[config.mk]
export PLATFORM = sky130hd
export DESIGN_NAME = encoder_16to4_serial
export DESIGN_NICKNAME = d
export VERILOG_FILES = /design/src/rtl/encoder_pkg.sv /design/src/rtl/prio_enc_16to4.sv /design/src/rtl/encoder_16to4_serial.sv
export SDC_FILE = /design/constraint.sdc
export NUM_CORES = 1
export LEC_CHECK = 0
export BUFFER_PORTS_ARGS = -buffer_cell sky130_fd_sc_hd__clkbuf_2
export CAP_MARGIN = 30
export CORE_UTILIZATION = 49
export CTS_CLUSTER_SIZE = 24
export DETAILED_ROUTE_END_ITERATION = 12
export GPL_TIMING_DRIVEN = 0
export PLACE_DENSITY = 0.75
export REMOVE_ABC_BUFFERS = 1
export SKIP_CTS_REPAIR_TIMING = 1
export SLEW_MARGIN = 30
export SYNTH_ARGS = -nofsm -noshare
export SYNTH_HDL_FRONTEND = slang
export SYNTH_SLANG_ARGS = --single-unit
export TNS_END_PERCENT = 50
[constraint.sdc]
create_clock -name clk -period 2.98 [get_ports clk]
set_clock_uncertainty 0.2 [all_clocks]
set_input_delay 0.447 -clock clk [delete_from_list [all_inputs] [get_ports clk]]
set_output_delay 0.447 -clock clk [all_outputs]
set_load 0.01 [all_outputs]
[src/rtl/encoder_pkg.sv]
// Shared sizing, state encoding and bit-vector helpers for the serial 16-to-4 encoder.
package encoder_pkg;
    localparam int N = 16;
    localparam int W = $clog2(N);

    typedef enum logic {
        IDLE = 1'b0,
        EMIT = 1'b1
    } state_t;

    // Clears the lowest set bit.
    function automatic logic [N-1:0] drop_lowest(input logic [N-1:0] v);
        return v & (v - {{(N-1){1'b0}}, 1'b1});
    endfunction

    // True for zero or exactly one set bit.
    function automatic logic at_most_one(input logic [N-1:0] v);
        return drop_lowest(v) == '0;
    endfunction
endpackage

[src/rtl/prio_enc_16to4.sv]
// Combinational priority encoder: index of the lowest set bit, plus an any-set flag.
module prio_enc_16to4
    import encoder_pkg::*;
(
    input  logic [N-1:0] vec,
    output logic [W-1:0] idx,
    output logic         any
);
    always_comb begin
        idx = '0;
        any = |vec;
        // Descending scan so the lowest set bit wins.
        for (int i = N - 1; i >= 0; i--) begin
            if (vec[i]) idx = W'(i);
        end
    end
endmodule

[src/rtl/encoder_16to4_serial.sv]
// Serialises a request word into one beat per set bit (ascending index) over valid/ready.
// state | meaning
// IDLE  | waiting for a vector, in_ready=1
// EMIT  | presenting beats from pending until the last one transfers
module encoder_16to4_serial
    import encoder_pkg::*;
(
    input  logic         clk,
    input  logic         rst,
    input  logic         in_valid,
    output logic         in_ready,
    input  logic [N-1:0] in_vec,
    output logic         out_valid,
    input  logic         out_ready,
    output logic [W-1:0] out_code,
    output logic         out_last,
    output logic         out_zero
);
    state_t         state, state_nxt;
    logic [N-1:0]   pending, pending_nxt;
    logic           out_valid_nxt, out_last_nxt, out_zero_nxt;
    logic [W-1:0]   out_code_nxt;
    logic [W-1:0]   enc_idx;
    logic           enc_any;

    assign in_ready = (state == IDLE);

    // Encoding the next pending value lets every output be registered
    // while still presenting a fresh code on the cycle after each transfer.
    prio_enc_16to4 u_prio_enc (
        .vec (pending_nxt),
        .idx (enc_idx),
        .any (enc_any)
    );

    always_ff @(posedge clk or posedge rst) begin
        if (rst) begin
            state     <= IDLE;
            pending   <= '0;
            out_valid <= 1'b0;
            out_code  <= '0;
            out_last  <= 1'b0;
            out_zero  <= 1'b0;
        end else begin
            state     <= state_nxt;
            pending   <= pending_nxt;
            out_valid <= out_valid_nxt;
            out_code  <= out_code_nxt;
            out_last  <= out_last_nxt;
            out_zero  <= out_zero_nxt;
        end
    end

    always_comb begin
        state_nxt   = state;
        pending_nxt = pending;
        case (state)
            IDLE: begin
                if (in_valid) begin
                    state_nxt   = EMIT;
                    pending_nxt = in_vec;
                end
            end
            EMIT: begin
                if (out_valid && out_ready) begin
                    pending_nxt = drop_lowest(pending);
                    if (out_last) state_nxt = IDLE;
                end
            end
            default: state_nxt = IDLE;
        endcase

        out_valid_nxt = (state_nxt == EMIT);
        out_code_nxt  = out_valid_nxt ? enc_idx : '0;
        out_last_nxt  = out_valid_nxt && at_most_one(pending_nxt);
        // Staying in EMIT with nothing pending only happens for an all-zero vector.
        out_zero_nxt  = out_valid_nxt && !enc_any;
    end
endmodule

After elaboration in Yosys (flattened, before gate mapping). Cells that the tools add are included.

Register bits after elaboration: 23. Bits of input ports: 20. Output and inout bits: 8. Word-level logic and storage cells: 40.

Add/sub/neg operators: 2. Mux-type cells: 24. Bitwise gates (word level): 3. Reduce and logical (&&, ||, !) cells: 6.

Operators with widths (count): 4-bit 2-to-1 mux (17); 16-bit AND (2); 16-bit 2-to-1 mux (2); 16-bit case mux with 2 select lines (1); 16-bit by 1-bit subtractor with 16-bit output, second input constant (2); 16-bit logical NOT (1); 16-bit OR reduction (1); 1-bit logical AND (3); 1-bit 2-to-1 mux (3); 1-bit case mux with 2 select lines (1); 1-bit logical NOT (1); 1-bit NOT (1).

Logic depth before layout (Yosys ltp).
Word-level depth: 21. Mapped depth: 9. Mapped depth without buffers: 8.

Hierarchy. A second synthesis with hierarchy kept.

Cell total of the unflattened synthesis: 166. Area total of the unflattened synthesis: 1506.4 um^2.

By module, submodules not included: encoder_16to4_serial (times used 1, cells an instance 132, area each 1330.0 um^2, sequential area each 575.6 um^2); prio_enc_16to4 (times used 1, cells an instance 34, area each 176.4 um^2, sequential area each 0.0 um^2).

Worst setup path before layout. Ideal clock, no wire load.

Path kind: input to register. Start point: in out_ready. End point: reg out_last. Library setup time: 0.087 ns. Arrival: 2.799 ns. Required time: 2.693 ns. Slack: -0.105 ns. Stages: 8. Path buffers: 1. Cells stage by stage: or3b_1 -> or4_1 -> buf_2 -> a211o_1 -> or4b_4 -> nor4_4 -> o211ai_1 -> a211oi_2.

Word-level cells in the longest chain between the ends: 7. Elaborated cells between the ends (all ways): 9. Classes of those cells: 1 x add/sub; 4 x mux; 1 x bitwise; 3 x reduce/logical.

Ends and longest elaborated chain: start, declared (line encoder_16to4_serial.sv:14) `input logic out_ready,`; 1-bit logical AND * (line encoder_16to4_serial.sv:65) `if (out_valid && out_ready) begin`; 16-bit 2-to-1 mux (line encoder_16to4_serial.sv:65); 16-bit case mux with 2 select lines (line encoder_16to4_serial.sv:57) `case (state)`; 16-bit by 1-bit subtractor with 16-bit output (line encoder_pkg.sv:13) `return v & (v - {{(N-1){1'b0}}, 1'b1});`; 16-bit AND (line encoder_pkg.sv:13); 16-bit logical NOT (line encoder_pkg.sv:18) `return drop_lowest(v) == '0;`; 1-bit logical AND * (line encoder_16to4_serial.sv:75) `out_last_nxt = out_valid_nxt && at_most_one(pending_nxt);`; net out_last_nxt (line encoder_16to4_serial.sv:21) `logic out_valid_nxt, out_last_nxt, out_zero_nxt;`; end signal, assigned (line encoder_16to4_serial.sv:49) `out_last <= out_last_nxt;`; end, declared (line encoder_16to4_serial.sv:16) `output logic out_last,`.

The timed path passes the listed nets; every way through them passes the cells marked *.

Worst setup path after layout.
Start point: reg pending[0]. End point: reg out_last.

Word-level cells in the longest chain between the ends: 8. Elaborated cells between the ends (all ways): 9. Classes of those cells: 2 x add/sub; 3 x mux; 2 x bitwise; 2 x reduce/logical.

Ends and longest elaborated chain: start, declared (line encoder_16to4_serial.sv:20) `logic [N-1:0] pending, pending_nxt;`; start signal, assigned (line encoder_16to4_serial.sv:46) `pending <= pending_nxt;`; 16-bit by 1-bit subtractor with 16-bit output (line encoder_pkg.sv:13); 16-bit AND (line encoder_pkg.sv:13); 16-bit 2-to-1 mux (line encoder_16to4_serial.sv:65); 16-bit case mux with 2 select lines * (line encoder_16to4_serial.sv:57); 16-bit by 1-bit subtractor with 16-bit output (line encoder_pkg.sv:13); 16-bit AND * (line encoder_pkg.sv:13); 16-bit logical NOT * (line encoder_pkg.sv:18); 1-bit logical AND * (line encoder_16to4_serial.sv:75); net out_last_nxt (line encoder_16to4_serial.sv:21).

Marks and branches as above.

==> impl_results.html <==
<table>
<tr><th>Metric</th><th>Value</th></tr>
<tr><th colspan="2">Run status</th></tr>
<tr><td>Outcome</td><td>finished with violations</td></tr>
<tr><td>Failing checks</td><td>negative setup slack</td></tr>
<tr><th colspan="2">Critical path</th></tr>
<tr><td>Worst-path maximum fanout</td><td>6</td></tr>
<tr><td>Data arrival time of the critical path</td><td>3.21 ns</td></tr>
<tr><td>Critical path class</td><td>flop to flop</td></tr>
<tr><td>Nature of the critical path startpoint</td><td>flop</td></tr>
<tr><td>Required time at the endpoint of the critical path</td><td>3.01 ns</td></tr>
<tr><td>Crit path capture type</td><td>flop</td></tr>
<tr><th colspan="2">Place</th></tr>
<tr><td>Detail Placement HPWL</td><td>between 2 and 3 mm</td></tr>
<tr><td>Count of input and output buffers</td><td>27</td></tr>
<tr><td>Total cell area at the placement stage</td><td>1560 um2</td></tr>
<tr><td>Pre-CTS worst setup slack</td><td>-0.775 ns</td></tr>
<tr><td>GP Congestion</td><td>0.875</td></tr>
<tr><th colspan="2">Route</th></tr>
<tr><td>Detailed-route via count</td><td>1374</td></tr>
<tr><td>WL per Instance</td><td>16.4 um</td></tr>
<tr><td>Number of DRC violations after detailed routing</td><td>0</td></tr>
<tr><td>Residual antenna-violating net count after detailed routing</td><td>0</td></tr>
<tr><td>Detailed-route wire length</td><td>3.58 mm</td></tr>
<tr><td>DRT Pass-1 Iters</td><td>5</td></tr>
<tr><td>Vias/cell</td><td>between 6 and 7</td></tr>
<tr><td>1st-iter DRT viols</td><td>72</td></tr>
<tr><th colspan="2">Cells and area</th></tr>
<tr><td>Final-stage net count</td><td>208</td></tr>
<tr><td>Area of the multi-input gates</td><td>812 um2</td></tr>
<tr><td>Flip-flop and latch area</td><td>577 um2</td></tr>
<tr><td>Share of layout cells above drive strength 1</td><td>27.3%</td></tr>
<tr><td>Most frequent cells in the layout</td><td>27 x sky130_fd_sc_hd__clkbuf_2, 22 x sky130_fd_sc_hd__dfrtp_1, 14 x sky130_fd_sc_hd__nor2_1</td></tr>
<tr><td>Number of inserted filler cells in the final layout</td><td>235</td></tr>
<tr><td>Area growth syn-to-layout</td><td>19.9%</td></tr>
<tr><td>Most common library cell in the layout ignoring fill and taps</td><td>sky130_fd_sc_hd__clkbuf_2</td></tr>
<tr><td>Cell area after layout</td><td>1690 um2</td></tr>
<tr><td>Ant diodes</td><td>0</td></tr>
<tr><th colspan="2">Floorplan</th></tr>
<tr><td>DIE AREA</td><td>3090 um2</td></tr>
<tr><td>I/O Pins</td><td>28</td></tr>
<tr><td>Starting utilization of the core area</td><td>51.4%</td></tr>
<tr><td>Y dimension of the die</td><td>55.6 um</td></tr>
<tr><td>Core Box Area</td><td>about 2700 um2</td></tr>
<tr><td>Number of standard-cell rows in the floorplan</td><td>19</td></tr>
<tr><td>Die Wd</td><td>between 50 and 60 um</td></tr>
<tr><th colspan="2">Worst hold path</th></tr>
<tr><td>Class of the most critical hold timing path</td><td>input pin to flop</td></tr>
<tr><th colspan="2">Synth</th></tr>
<tr><td>Cells after Synth</td><td>152</td></tr>
<tr><td>Distinct cell type count after synthesis</td><td>47</td></tr>
<tr><td>Total number of yosys warnings</td><td>0</td></tr>
<tr><td>Seq cells post-synth</td><td>23</td></tr>
<tr><td>Post-synth design cell area</td><td>1410 um2</td></tr>
<tr><td>Number of enable-type register cells in the synthesized netlist</td><td>0</td></tr>
<tr><td>Synth Area per Inst</td><td>9.24 um2</td></tr>
<tr><td>Most used DFF post-synth</td><td>sky130_fd_sc_hd__dfrtp_1</td></tr>
<tr><td>Post-synthesis sequential area ratio</td><td>41.0%</td></tr>
<tr><td>Ys async rst share</td><td>100%</td></tr>
<tr><th colspan="2">Clock network</th></tr>
<tr><td>Number of sinks on the clock net</td><td>23</td></tr>
<tr><td>Cts bufs inserted</td><td>3</td></tr>
<tr><td>Root Buffer Master</td><td>sky130_fd_sc_hd__clkbuf_4</td></tr>
<tr><td>Maximum buffer depth of the clock tree</td><td>2</td></tr>
<tr><td>Clock tree from TritonCTS</td><td>built</td></tr>
<tr><td>Number of H-tree levels</td><td>1</td></tr>
<tr><td>Clock transition at the registers of the reported paths</td><td>about 0.13 ns</td></tr>
<tr><td>Clock Latency Late Sink</td><td>0.31 ns</td></tr>
<tr><th colspan="2">Global routing</th></tr>
<tr><td>Total congestion overflow after global routing</td><td>0</td></tr>
<tr><td>Maximum number of pins on one net before global-route repair</td><td>24</td></tr>
<tr><td>Antenna violations before repair</td><td>0</td></tr>
<tr><td>Vias in the first global route</td><td>1262</td></tr>
<tr><td>Global-route wire length before repair</td><td>around 5.7 mm</td></tr>
<tr><td>Global Route Usage Sum</td><td>roughly a quarter</td></tr>
<tr><th colspan="2">STA</th></tr>
<tr><td>Smallest hold slack</td><td>0.256 ns</td></tr>
<tr><td>Setup repair after global routing missed its margin</td><td>true</td></tr>
<tr><td>Pins over their slew limit</td><td>0</td></tr>
<tr><td>Maximum clock rate</td><td>315 MHz</td></tr>
<tr><td>Normalized max-slew margin</td><td>54.6%</td></tr>
<tr><td>Actual slew at the worst max-slew pin</td><td>0.677 ns</td></tr>
<tr><td>Ratio of final minimum period to clock period</td><td>107%</td></tr>
<tr><td>Final critical delay including setup and external delays</td><td>around 3.2 ns</td></tr>
<tr><td>Count of endpoints failing setup in the final report</td><td>2</td></tr>
<tr><td>Final hold violations</td><td>0</td></tr>
<tr><td>Setup WS post-layout</td><td>-0.199 ns</td></tr>
<tr><th colspan="2">Power and ir drop</th></tr>
<tr><td>Worst ir drop on vdd</td><td>0.732 mV</td></tr>
<tr><td>Overall power consumption</td><td>about 2.1 mW</td></tr>
<tr><td>Power density over cell area</td><td>between 1000 and 1500 nW/um2</td></tr>
<tr><td>Leakage Power</td><td>about 0.8 nW</td></tr>
<tr><th colspan="2">Run</th></tr>
<tr><td>Max-Cap Viols</td><td>0</td></tr>
</table>
==> synthesized netlist by cell type (3+ instances only) <==
library cell                n  area (um2)
sky130_fd_sc_hd__and2_1     4        25.0
sky130_fd_sc_hd__mux2i_1    8        80.1
sky130_fd_sc_hd__inv_1      9        33.8
sky130_fd_sc_hd__nor3_1     5        25.0
sky130_fd_sc_hd__a211oi_1   6        45.0
sky130_fd_sc_hd__o211ai_1   4        30.0
sky130_fd_sc_hd__clkbuf_1   3        11.3
sky130_fd_sc_hd__nor4_1     4        25.0
sky130_fd_sc_hd__nand2_1   13        48.8
sky130_fd_sc_hd__a31oi_1    3        18.8
sky130_fd_sc_hd__a21oi_1    6        30.0
sky130_fd_sc_hd__nand3b_1   3        22.5
sky130_fd_sc_hd__or4_1      3        22.5
sky130_fd_sc_hd__nor2_1    14        52.6
sky130_fd_sc_hd__o21ai_0    3        15.0
sky130_fd_sc_hd__dfrtp_1   23         576
==> through the flow <==
step           instances  util (%)  TNS, ns
2_1_floorplan        148         -   -0.452
4_1_cts              210      58.1    -2.62
3_3_place_gp         206      57.2    -2.66
6_report             218      61.6   -0.256
3_5_place_dp         206      57.2    -2.73
5_1_grt              218      61.6   -0.757
==> routing by layer <==
layer  up-vias  track usage [%]  part of all wire (%)
met3         4             2.58                   5.3
met5         -                0                     0
met4         0             7.86                   1.1
met2        46             39.1                    49
met1       669             32.8                    44
li1        655                -                     -
==> cell type report <==
class	count	area share, %
inverter	9	2.00
multi-input combinational	116	48.2
sequential	23	34.2
timing repair buffer	35	11.7
tap	31	2.30
clock buffer	4	1.56
==> critical path, stage by stage (launching register included) <==
cell                       delay (ns)
sky130_fd_sc_hd__dfrtp_1         0.44
sky130_fd_sc_hd__or3b_4          0.43
sky130_fd_sc_hd__or4_4           0.57
sky130_fd_sc_hd__a211o_1         0.32
sky130_fd_sc_hd__or4b_4          0.54
sky130_fd_sc_hd__nor4_4          0.19
sky130_fd_sc_hd__o211ai_1        0.16
sky130_fd_sc_hd__a211oi_2        0.25
==> cell families after synthesis <==
logic type               Yosys count  synth area share (%)
buffers and inverters             13                  3.56
AND/OR/NAND/NOR                   63                  25.5
adder cells (fa/ha/maj)            1                 0.712
flip-flops                        23                  41.0
AO/OA/AOI/OAI                     42                  22.0
multiplexers                      10                  7.30
==> flip-flops by register name (all words and copies together), names as in the netlist <==
signal    count
out_zero      1
out_code      4
pending      16
state         1
out_last      1
==> final timing paths <==
check / from / slack (ns) / end / cells past startpoint
min in group asynchronous: rst / 0.48 / out_code[3] / 3
worst max-delay path: pending[0] / -0.20 / out_last / 7
max in group asynchronous: rst / 1.75 / state / 3
worst max register to register: pending[0] / -0.20 / out_last / 7
worst min-delay path: in_vec[11] / 0.26 / pending[11] / 3
worst min register to register: pending[14] / 0.46 / pending[14] / 2
==> power breakdown <==
part / internal (mW) / switching, mW / total [mW]
Sequential: 0.451 / 0.104 / 0.556
Combinational: 0.570 / 0.814 / 1.38
Clock: 0.0523 / 0.0932 / 0.146
Total: 1.07 / 1.01 / 2.09
Note: power is estimated with default switching activity, not from simulation.
